## src/rtl/cdb_arbiter_pkg.sv

```systemverilog
// Shared types and helpers for the common data bus arbiter: ROB tag and
// broadcast packet layout, default sizing, and the ROB age computation.
package cdb_arbiter_pkg;

    localparam int NUM_FU    = 4;
    localparam int ROB_SZ    = 8;
    localparam int ROB_TAG_W = $clog2(ROB_SZ + 1);
    localparam int AGE_W     = ROB_TAG_W + 1;

    typedef logic [ROB_TAG_W-1:0] ROB_TAG;

    typedef struct packed {
        ROB_TAG      rob_tag;
        logic [31:0] v;
        logic        branch_mispredicted;
        logic [31:0] branch_loc;
    } CDB_ROB_PACKET;

    // Distance of a tag from the ROB head, in [0, sz). One extra bit keeps
    // tag + sz from overflowing before the single conditional wrap.
    function automatic logic [AGE_W-1:0] rob_age(input ROB_TAG tag, input ROB_TAG head, input int sz);
        logic [AGE_W-1:0] sum;
        sum = {1'b0, tag} + AGE_W'(sz) - {1'b0, head};
        if (sum >= AGE_W'(sz)) begin
            sum = sum - AGE_W'(sz);
        end
        return sum;
    endfunction

endpackage

```

## src/rtl/cdb_arbiter_rr.sv

```systemverilog
// Generic round-robin picker: returns a one-hot grant for the first
// requester found when scanning upward from ptr, wrapping at N.
module rr_arbiter #(
    parameter int N     = 4,
    parameter int PTR_W = (N > 1) ? $clog2(N) : 1
) (
    input  logic [N-1:0]     req,
    input  logic [PTR_W-1:0] ptr,
    output logic [N-1:0]     grant
);

    // Scan from the pointer and stop at the first active request
    always_comb begin
        int   idx;
        logic found;
        grant = '0;
        found = 1'b0;
        idx   = 0;
        for (int k = 0; k < N; k++) begin
            idx = int'(ptr) + k;
            if (idx >= N) begin
                idx = idx - N;
            end
            if (!found && req[idx[PTR_W-1:0]]) begin
                grant[idx[PTR_W-1:0]] = 1'b1;
                found = 1'b1;
            end
        end
    end

endmodule

```

## src/rtl/cdb_arbiter.sv

```systemverilog
// Common data bus arbiter: one holding slot per functional unit, a
// round-robin grant among live slots, and a registered single-packet
// broadcast per cycle. Mispredict squashes drop younger work by ROB age.
module cdb_arbiter
    import cdb_arbiter_pkg::*;
#(
    parameter int NUM_FU = cdb_arbiter_pkg::NUM_FU,
    parameter int ROB_SZ = cdb_arbiter_pkg::ROB_SZ
) (
    input  logic                          clock,
    input  logic                          reset,
    input  logic [NUM_FU-1:0]             fu_valid,
    input  CDB_ROB_PACKET [NUM_FU-1:0]    fu_packet,
    output logic [NUM_FU-1:0]             fu_ready,
    input  ROB_TAG                        rob_head_tag,
    input  logic                          squash_valid,
    input  ROB_TAG                        squash_tag,
    output CDB_ROB_PACKET                 cdb_rob_packet,
    output logic [$clog2(NUM_FU+1)-1:0]   pending_cnt
);

    localparam int PTR_W = (NUM_FU > 1) ? $clog2(NUM_FU) : 1;
    localparam int CNT_W = $clog2(NUM_FU + 1);

    logic [NUM_FU-1:0]          slot_valid;
    CDB_ROB_PACKET [NUM_FU-1:0] slot_packet;
    logic [PTR_W-1:0]           rr_ptr;

    logic [NUM_FU-1:0]          slot_squashed;
    logic [NUM_FU-1:0]          incoming_squashed;
    logic [NUM_FU-1:0]          eligible;
    logic [NUM_FU-1:0]          grant;
    logic [NUM_FU-1:0]          capture;
    logic [AGE_W-1:0]           squash_age;
    CDB_ROB_PACKET              grant_packet;
    logic                       grant_any;
    logic [PTR_W-1:0]           next_ptr;

    // Anything strictly younger than the mispredicted branch is squashed
    always_comb begin
        squash_age        = rob_age(squash_tag, rob_head_tag, ROB_SZ);
        slot_squashed     = '0;
        incoming_squashed = '0;
        for (int i = 0; i < NUM_FU; i++) begin
            if (squash_valid) begin
                slot_squashed[i]     = slot_valid[i] &&
                    (rob_age(slot_packet[i].rob_tag, rob_head_tag, ROB_SZ) > squash_age);
                incoming_squashed[i] =
                    (rob_age(fu_packet[i].rob_tag, rob_head_tag, ROB_SZ) > squash_age);
            end
        end
    end

    assign eligible = slot_valid & ~slot_squashed;

    rr_arbiter #(
        .N     (NUM_FU),
        .PTR_W (PTR_W)
    ) u_rr_arbiter (
        .req   (eligible),
        .ptr   (rr_ptr),
        .grant (grant)
    );

    // A slot can take new work when empty or when it drains this edge
    assign fu_ready = ~slot_valid | grant;

    // Accept a request only with a real tag that is not being squashed
    always_comb begin
        capture = '0;
        for (int i = 0; i < NUM_FU; i++) begin
            capture[i] = fu_valid[i] && fu_ready[i] &&
                         (fu_packet[i].rob_tag != '0) && !incoming_squashed[i];
        end
    end

    // Select the granted slot's packet and the pointer just past it
    always_comb begin
        grant_packet = '0;
        next_ptr     = rr_ptr;
        grant_any    = |grant;
        for (int i = 0; i < NUM_FU; i++) begin
            if (grant[i]) begin
                grant_packet = slot_packet[i];
                next_ptr     = (i == NUM_FU - 1) ? '0 : PTR_W'(i + 1);
            end
        end
    end

    // Occupancy count of the holding slots
    always_comb begin
        pending_cnt = '0;
        for (int i = 0; i < NUM_FU; i++) begin
            pending_cnt = pending_cnt + CNT_W'(slot_valid[i]);
        end
    end

    // Slot storage: refill wins over drain so a granted slot can reload
    always_ff @(posedge clock or posedge reset) begin
        if (reset) begin
            slot_valid  <= '0;
            slot_packet <= '0;
        end else begin
            for (int i = 0; i < NUM_FU; i++) begin
                if (capture[i]) begin
                    slot_valid[i]  <= 1'b1;
                    slot_packet[i] <= fu_packet[i];
                end else if (grant[i] || slot_squashed[i]) begin
                    slot_valid[i]  <= 1'b0;
                end
            end
        end
    end

    // Registered broadcast (all zeros when idle) and round-robin pointer
    always_ff @(posedge clock or posedge reset) begin
        if (reset) begin
            cdb_rob_packet <= '0;
            rr_ptr         <= '0;
        end else begin
            cdb_rob_packet <= grant_packet;
            if (grant_any) begin
                rr_ptr <= next_ptr;
            end
        end
    end

endmodule

```

## config.mk

```make
export PLATFORM = sky130hd
export DESIGN_NAME = cdb_arbiter
export DESIGN_NICKNAME = d
export VERILOG_FILES = /design/src/rtl/cdb_arbiter_pkg.sv /design/src/rtl/cdb_arbiter_rr.sv /design/src/rtl/cdb_arbiter.sv
export SDC_FILE = /design/constraint.sdc
export NUM_CORES = 1
export LEC_CHECK = 0
export CORE_MARGIN = 2
export CORE_UTILIZATION = 33
export CTS_CLUSTER_SIZE = 40
export DETAILED_ROUTE_END_ITERATION = 8
export PLACE_DENSITY_LB_ADDON = 0.1
export SYNTH_ARGS = -nofsm -noshare
export SYNTH_HDL_FRONTEND = slang
export SYNTH_SLANG_ARGS = --single-unit
```

## constraint.sdc

```tcl
create_clock -name clock -period 13.2 [get_ports clock]
set_clock_uncertainty 0.15 [all_clocks]
set_input_delay 2.64 -clock clock [delete_from_list [all_inputs] [get_ports clock]]
set_output_delay 2.64 -clock clock [all_outputs]
set_load 0.05 [all_outputs]
```

==> results of run 1 <==
[final timing paths]
path | startpoint | endpoint | slack, ps
setup / recovery | rob_head_tag[0] | fu_ready[0] | 1300
hold / removal | slot_packet[122]$_DFFE_PP0P_ | slot_packet[122]$_DFFE_PP0P_ | 340
setup reg to reg | slot_packet[275]$_DFFE_PP0P_ | slot_packet[181]$_DFFE_PP0P_ | 6180
hold reg to reg | slot_packet[122]$_DFFE_PP0P_ | slot_packet[122]$_DFFE_PP0P_ | 340
max in group asynchronous | reset | cdb_rob_packet[47]$_DFF_PP0_ | 8300
min in group asynchronous | reset | slot_packet[207]$_DFFE_PP0P_ | 2550
[sequential cells by signal, summed over array words and instances (netlist names)]
signal          count
rr_ptr              2
slot_packet       276
slot_valid          4
cdb_rob_packet     69
[cell families (layout without fill, tap and decap cells)]
logic type / count (synthesis) / count (layout)
simple gates: 381 / 381
flops: 351 / 351
mux: 279 / 279
compound gates: 194 / 194
buf+inv: 182 / 550
fa+ha+maj: 127 / 127
xor+xnor: 30 / 30
other cells: 0 / 5
[cell type report]
| type | instances | share of cell area |
|---|---|---|
| diodes | 5 | 0.0005210 |
| clock buffers | 59 | 0.05106 |
| clock inverters | 14 | 0.007554 |
| inverters | 88 | 0.01407 |
| multi-input cells | 1011 | 0.3641 |
| flip-flops and latches | 351 | 0.3657 |
| well taps | 704 | 0.03668 |
| repair buffers | 389 | 0.1603 |
[layer usage]
layer / up-vias / global-route usage / share of wire
met5: - / 0 / 0.00096
met4: 8 / 0.04508 / 0.017
met3: 82 / 0.05751 / 0.070
met2: 377 / 0.3288 / 0.46
met1: 6926 / 0.2771 / 0.45
li1: 6291 / - / -
[through the flow]
stage / hold slack, ps / util / setup WS (ps)
floorplan: 307.7 / - / 674.8
global placement: 318.9 / 0.4117 / 1404
detailed placement: 324.3 / 0.4117 / 1254
CTS: 338.2 / 0.4374 / 1244
global route: 348.1 / 0.4374 / 920.5
finish: 335.4 / 0.4376 / 1304
[cell usage after synthesis, types with 23 or more instances]
| master | n |
|---|---|
| dfrtp_1 | 351 |
| mux2_2 | 173 |
| ha_1 | 113 |
| nand2_1 | 97 |
| nor2_1 | 93 |
| inv_1 | 88 |
| nand3_1 | 83 |
| nand4_1 | 78 |
| a41oi_1 | 71 |
| mux2_4 | 67 |
| clkbuf_1 | 55 |
| mux2_1 | 29 |
| xnor2_1 | 23 |
==> metrics, run 1 <==
post-synthesis compound-gate area fraction 0.08401; Netlist cell types slightly below 70; # rows 86; yosys warns 0; most frequent cells in the layout clkdlybuf4s50_1, dfrtp_1, mux2_2; largest family of logic cells by synthesized area multiplexers; DP HPWL ~39000 um; Worst-path clk slew 60 ps; Worst path max stage delay between 800 and 900 ps; Num Clock Sinks roughly 350; dpl cells 2543; Mapped Area about 18000 um2; fin crit period about 12000 ps; antenna viol nets, final 0; Slowest-stage cell, CP clkdlybuf4s50_1; worst min-delay path category flip-flop to flip-flop; fraction of layout instances using a drive strength above 1 0.1836; Placer Congestion 0.8350; CTS tree done; clk root buf clkbuf_16; Die Y 239.2 um; crit-path max FO 15; Worst-Skew Late Latency between 500 and 600 ps; drt initial violations roughly 800; fin area 24020 um2; largest net degree at the start of global routing between 100 and 150; TritonCTS Buffers 42; outcome finished clean; synth top area cells dfrtp_1, mux2_2, ha_1, mux2_4, a41oi_1; Fill cells a little over 5000; sequential share of the synthesized area 0.4811; f_max about 84 MHz; Max transition margin 0.2456; critical path type input pin to output pin; cell depth of the worst setup path 19; EDFF count, synth 0; grt ovf 0; Top Ports around 370; leading area contributor after synthesis dfrtp_1; worst hold stages 1; Post-synth top flop dfrtp_1; Simple-Gate Fraction of Synth Area 0.09971; total number of H-tree levels 2; GRT Total Usage 0.2055; Worst setup SP type input pin; Post-layout nets 2297; Chip Width 239.2 um; syn avg cell area 11.83 um2; first-pass GRT wire length about 90000 um; net count after synthesis between 1500 and 2000; Register Area ~9000 um2; Post-CTS Resized 0; Least-Margin Pin Slew ~1100 ps; final setup fails 0; worst-case reg-to-reg path depth 23; critical path required time about 10000 ps; RSZ-0062 raised after global routing false; Crit path top cell by count ha_1; # hold bufs at CTS 0; CP top delay family compound AO/OA/AOI/OAI gates; Initial Utilization 0.3327; crit path DAT a little over 9000 ps; xor-xnor portion of the synthesized cell area 0.01439; setup_tns 0 ps; total setup buffers inserted after CTS 0; Final Non-Filler Cells approximately 2600; mux contribution to synthesized area 0.1852; Longest Clk Path Bufs 3; routed vias/inst 5.221; CP bufs+invs 4; area fraction of the dominant cell type after synthesis 0.4811; Async S/R FF share, synth 1.000; Max Slew Vio Count 0; Adder-Cell Fraction of Synth Area 0.09073; drt wl/cell about 23 um; final wirelength about 60000 um; Seq cells post-synth between 300 and 400; placed instance area between 20000 and 25000 um2; number of antenna violations at the first check in global routing 11; vias between 10000 and 15000; Core Box Area 54880 um2; Synth Instances 1544; max-cap check violation count 0; DRC viols 0; final hold vios 0; commonest non-fill, non-tap cell in the layout clkdlybuf4s50_1; Die ar. around 57000 um2; DRT Pass-1 Iters 5; crit-path cells clkdlybuf4s50_1 > ha_1 > inv_1 > ha_1 > fa_1 > xnor2_1 > ha_1 > inv_1 > a311o_1 > o211a_1 > maj3_2 > a21o_1 > o221a_2 > or4_1 > a21o_1 > a21oi_2 > a22o_4 > or2_2 > clkdlybuf4s50_1; Port Buffer Count between 300 and 400; Area Growth Syn to Fin 31.53%; period utilization 0.9012; Multi-input gate area 8745 um2; vias in the first global route around 14000; critical path capture point type output pin
Power of run 1 is not shown: default switching activity piles up to over one toggle a cycle in this logic, so the estimate is an artifact.
==> run 2: changes to the inputs <==
SLEW_MARGIN = 10   (was unset)
==> results of run 2 <==
No change in the layout: final DEF, timing and power equal those of run 1.
Power of run 2 is left out for the same reason.
==> RTL edit, RTL diff (config.mk and constraints of run 2) <==
`ROB_SZ`: 8 -> 16.
--- a/src/rtl/cdb_arbiter_pkg.sv
+++ b/src/rtl/cdb_arbiter_pkg.sv
@@ -5,3 +5,3 @@
     localparam int NUM_FU    = 4;
-    localparam int ROB_SZ    = 8;
+    localparam int ROB_SZ    = 16;
     localparam int ROB_TAG_W = $clog2(ROB_SZ + 1);
Interface: changed (resized cdb_rob_packet, fu_packet, rob_head_tag and squash_tag); port bits go from 367 to 374. No check against the original RTL was run, so the function may have changed too.
==> RTL edit against run 2 <==
- routed wire length increased by 15%
- area after synthesis increased by 7.1%
- sequential cell count is 5 higher
- final area up 6.4%
- worst setup slack better by 320 ps
- core utilization fell by 0.32 points
Power is not shown: default switching activity piles up to over one toggle a cycle in this logic, so the estimate is an artifact.
==> RTL edit: results (changes against run 2) <==
- Run status: complete, no violations (unchanged)
- Worst-Margin Slew: 1130 ps (about the same)
- Top cells by count, synth: sky130_fd_sc_hd__dfrtp_1, sky130_fd_sc_hd__mux2_1, sky130_fd_sc_hd__inv_1, sky130_fd_sc_hd__ha_1, sky130_fd_sc_hd__mux2_2 (was sky130_fd_sc_hd__dfrtp_1, sky130_fd_sc_hd__mux2_2, sky130_fd_sc_hd__ha_1, sky130_fd_sc_hd__nand2_1, sky130_fd_sc_hd__nor2_1)
- The start of the worst register-to-register path is slot_packet[276] (was slot_packet[275]).
- Reg-to-reg setup timing slack: 6480 ps (was 6180 ps)
* Hold Path Sink: slot_packet[87] (was slot_packet[122])
- The number of antenna violations at the first check in global routing came to 20 (was 11).
- The insertion delay of the later-clocked pin in the worst-skew pair is 590 ps (was 550 ps).
* Post-synthesis net count: 2,111 (was 1,958)
* Largest net degree at the start of global routing: 150 (was 124)
* Area contributors post-synth: sky130_fd_sc_hd__dfrtp_1, sky130_fd_sc_hd__mux2_1, sky130_fd_sc_hd__ha_1 (was sky130_fd_sc_hd__dfrtp_1, sky130_fd_sc_hd__mux2_2, sky130_fd_sc_hd__ha_1)
* Number of DRC violations after detailed-routing iteration 0: 836 (was 798)
* TritonRoute pass-1 iters: 4 (was 5)
* Detailed-route wire length per cell: 24.2 µm (was 22.6 µm)
- The synthesized-area fraction occupied by adder cells is 0.0939 (was 0.0907).
- The global-route wire length before repair is 102 mm (was 89.5 mm).
- Total global routing track utilization: 0.221 (was 0.206)
- The largest fanout of any net on the critical path is 9 (was 15).
- The number of vias in the routed layout came to 15,200 (was 13,700).
* CP max stage delay: 810 ps (was 840 ps)
* Registers with the most flip-flops: slot_packet x280, cdb_rob_packet x70, slot_valid x4 (was slot_packet x276, cdb_rob_packet x69, slot_valid x4)
* Count of unique library cells instantiated by Yosys: 64 (was 69)
- Via count of the first global-routing pass: 16,200 (was 14,300)
* Portion of the post-synthesis area used by sequential elements: 0.456 (was 0.481)
- The portion of netlist area occupied by mux cells came to 0.200 (was 0.185).
- The startpoint of the lowest-slack hold path is slot_packet[87] (was slot_packet[122]).
- The detailed placement HPWL came to 43.1 mm (was 38.6 mm).
- The destination of the critical timing path is fu_ready[3] (was fu_ready[0]).
* GPL Wtd Cong: 0.847 (was 0.835)
- The number of nets in the layout came to 2,431 (was 2,297).
- The complex-gate fraction of the synthesized area was 0.151 (was 0.0840).
* Crit path DAT: 8780 ps (was 9110 ps)
- The top cell family by delay on the critical path is compound AO/OA/AOI/OAI gates (unchanged).
- CTS buffer count: 44 (was 42)
- The xor-xnor portion of the synthesized cell area is 0.0103 (was 0.0144).
* Quantity of I/O buffers inserted on ports: 373 (was 366)
* Logic depth of the worst register-to-register path: 18 (was 23)
* Reg-to-Reg End: cdb_rob_packet[25] (was slot_packet[181])
* Crit path depth: 16 (was 19)
-- RTL edit: final cells by class --
| class | instances | area (µm²) |
|---|---|---|
| clock buffer | 69 | 1310 |
| sequential | 356 | 8910 |
| clock inverter | 11 | 146 |
| multi-input combinational | 1042 | 9650 |
| timing repair buffer | 400 | 3960 |
| antenna | 13 | 32.5 |
| tap | 773 | 967 |
| inverter | 150 | 571 |
| fill | 5615 | 33300 |
-- RTL edit: per-stage QoR --
step	std cells	setup WS (ps)	hold slack (ps)	instance area, µm²	util
2_1_floorplan	1674	533	307	19600	-
3_3_place_gp	2721	1670	316	24100	0.409
3_5_place_dp	2721	1580	324	24100	0.409
4_1_cts	2801	1560	337	25500	0.434
5_1_grt	2806	1230	341	25500	0.434
6_report	2814	1630	331	25500	0.434
-- RTL edit: routing by layer --
metal,wire (µm),up-vias,GRT usage,share of wire
met3,4150,110,0.0557,0.061
met2,32600,399,0.367,0.48
met4,1930,22,0.0770,0.028
met5,158,-,0,0.0023
li1,-,6927,-,-
met1,29200,7761,0.281,0.43
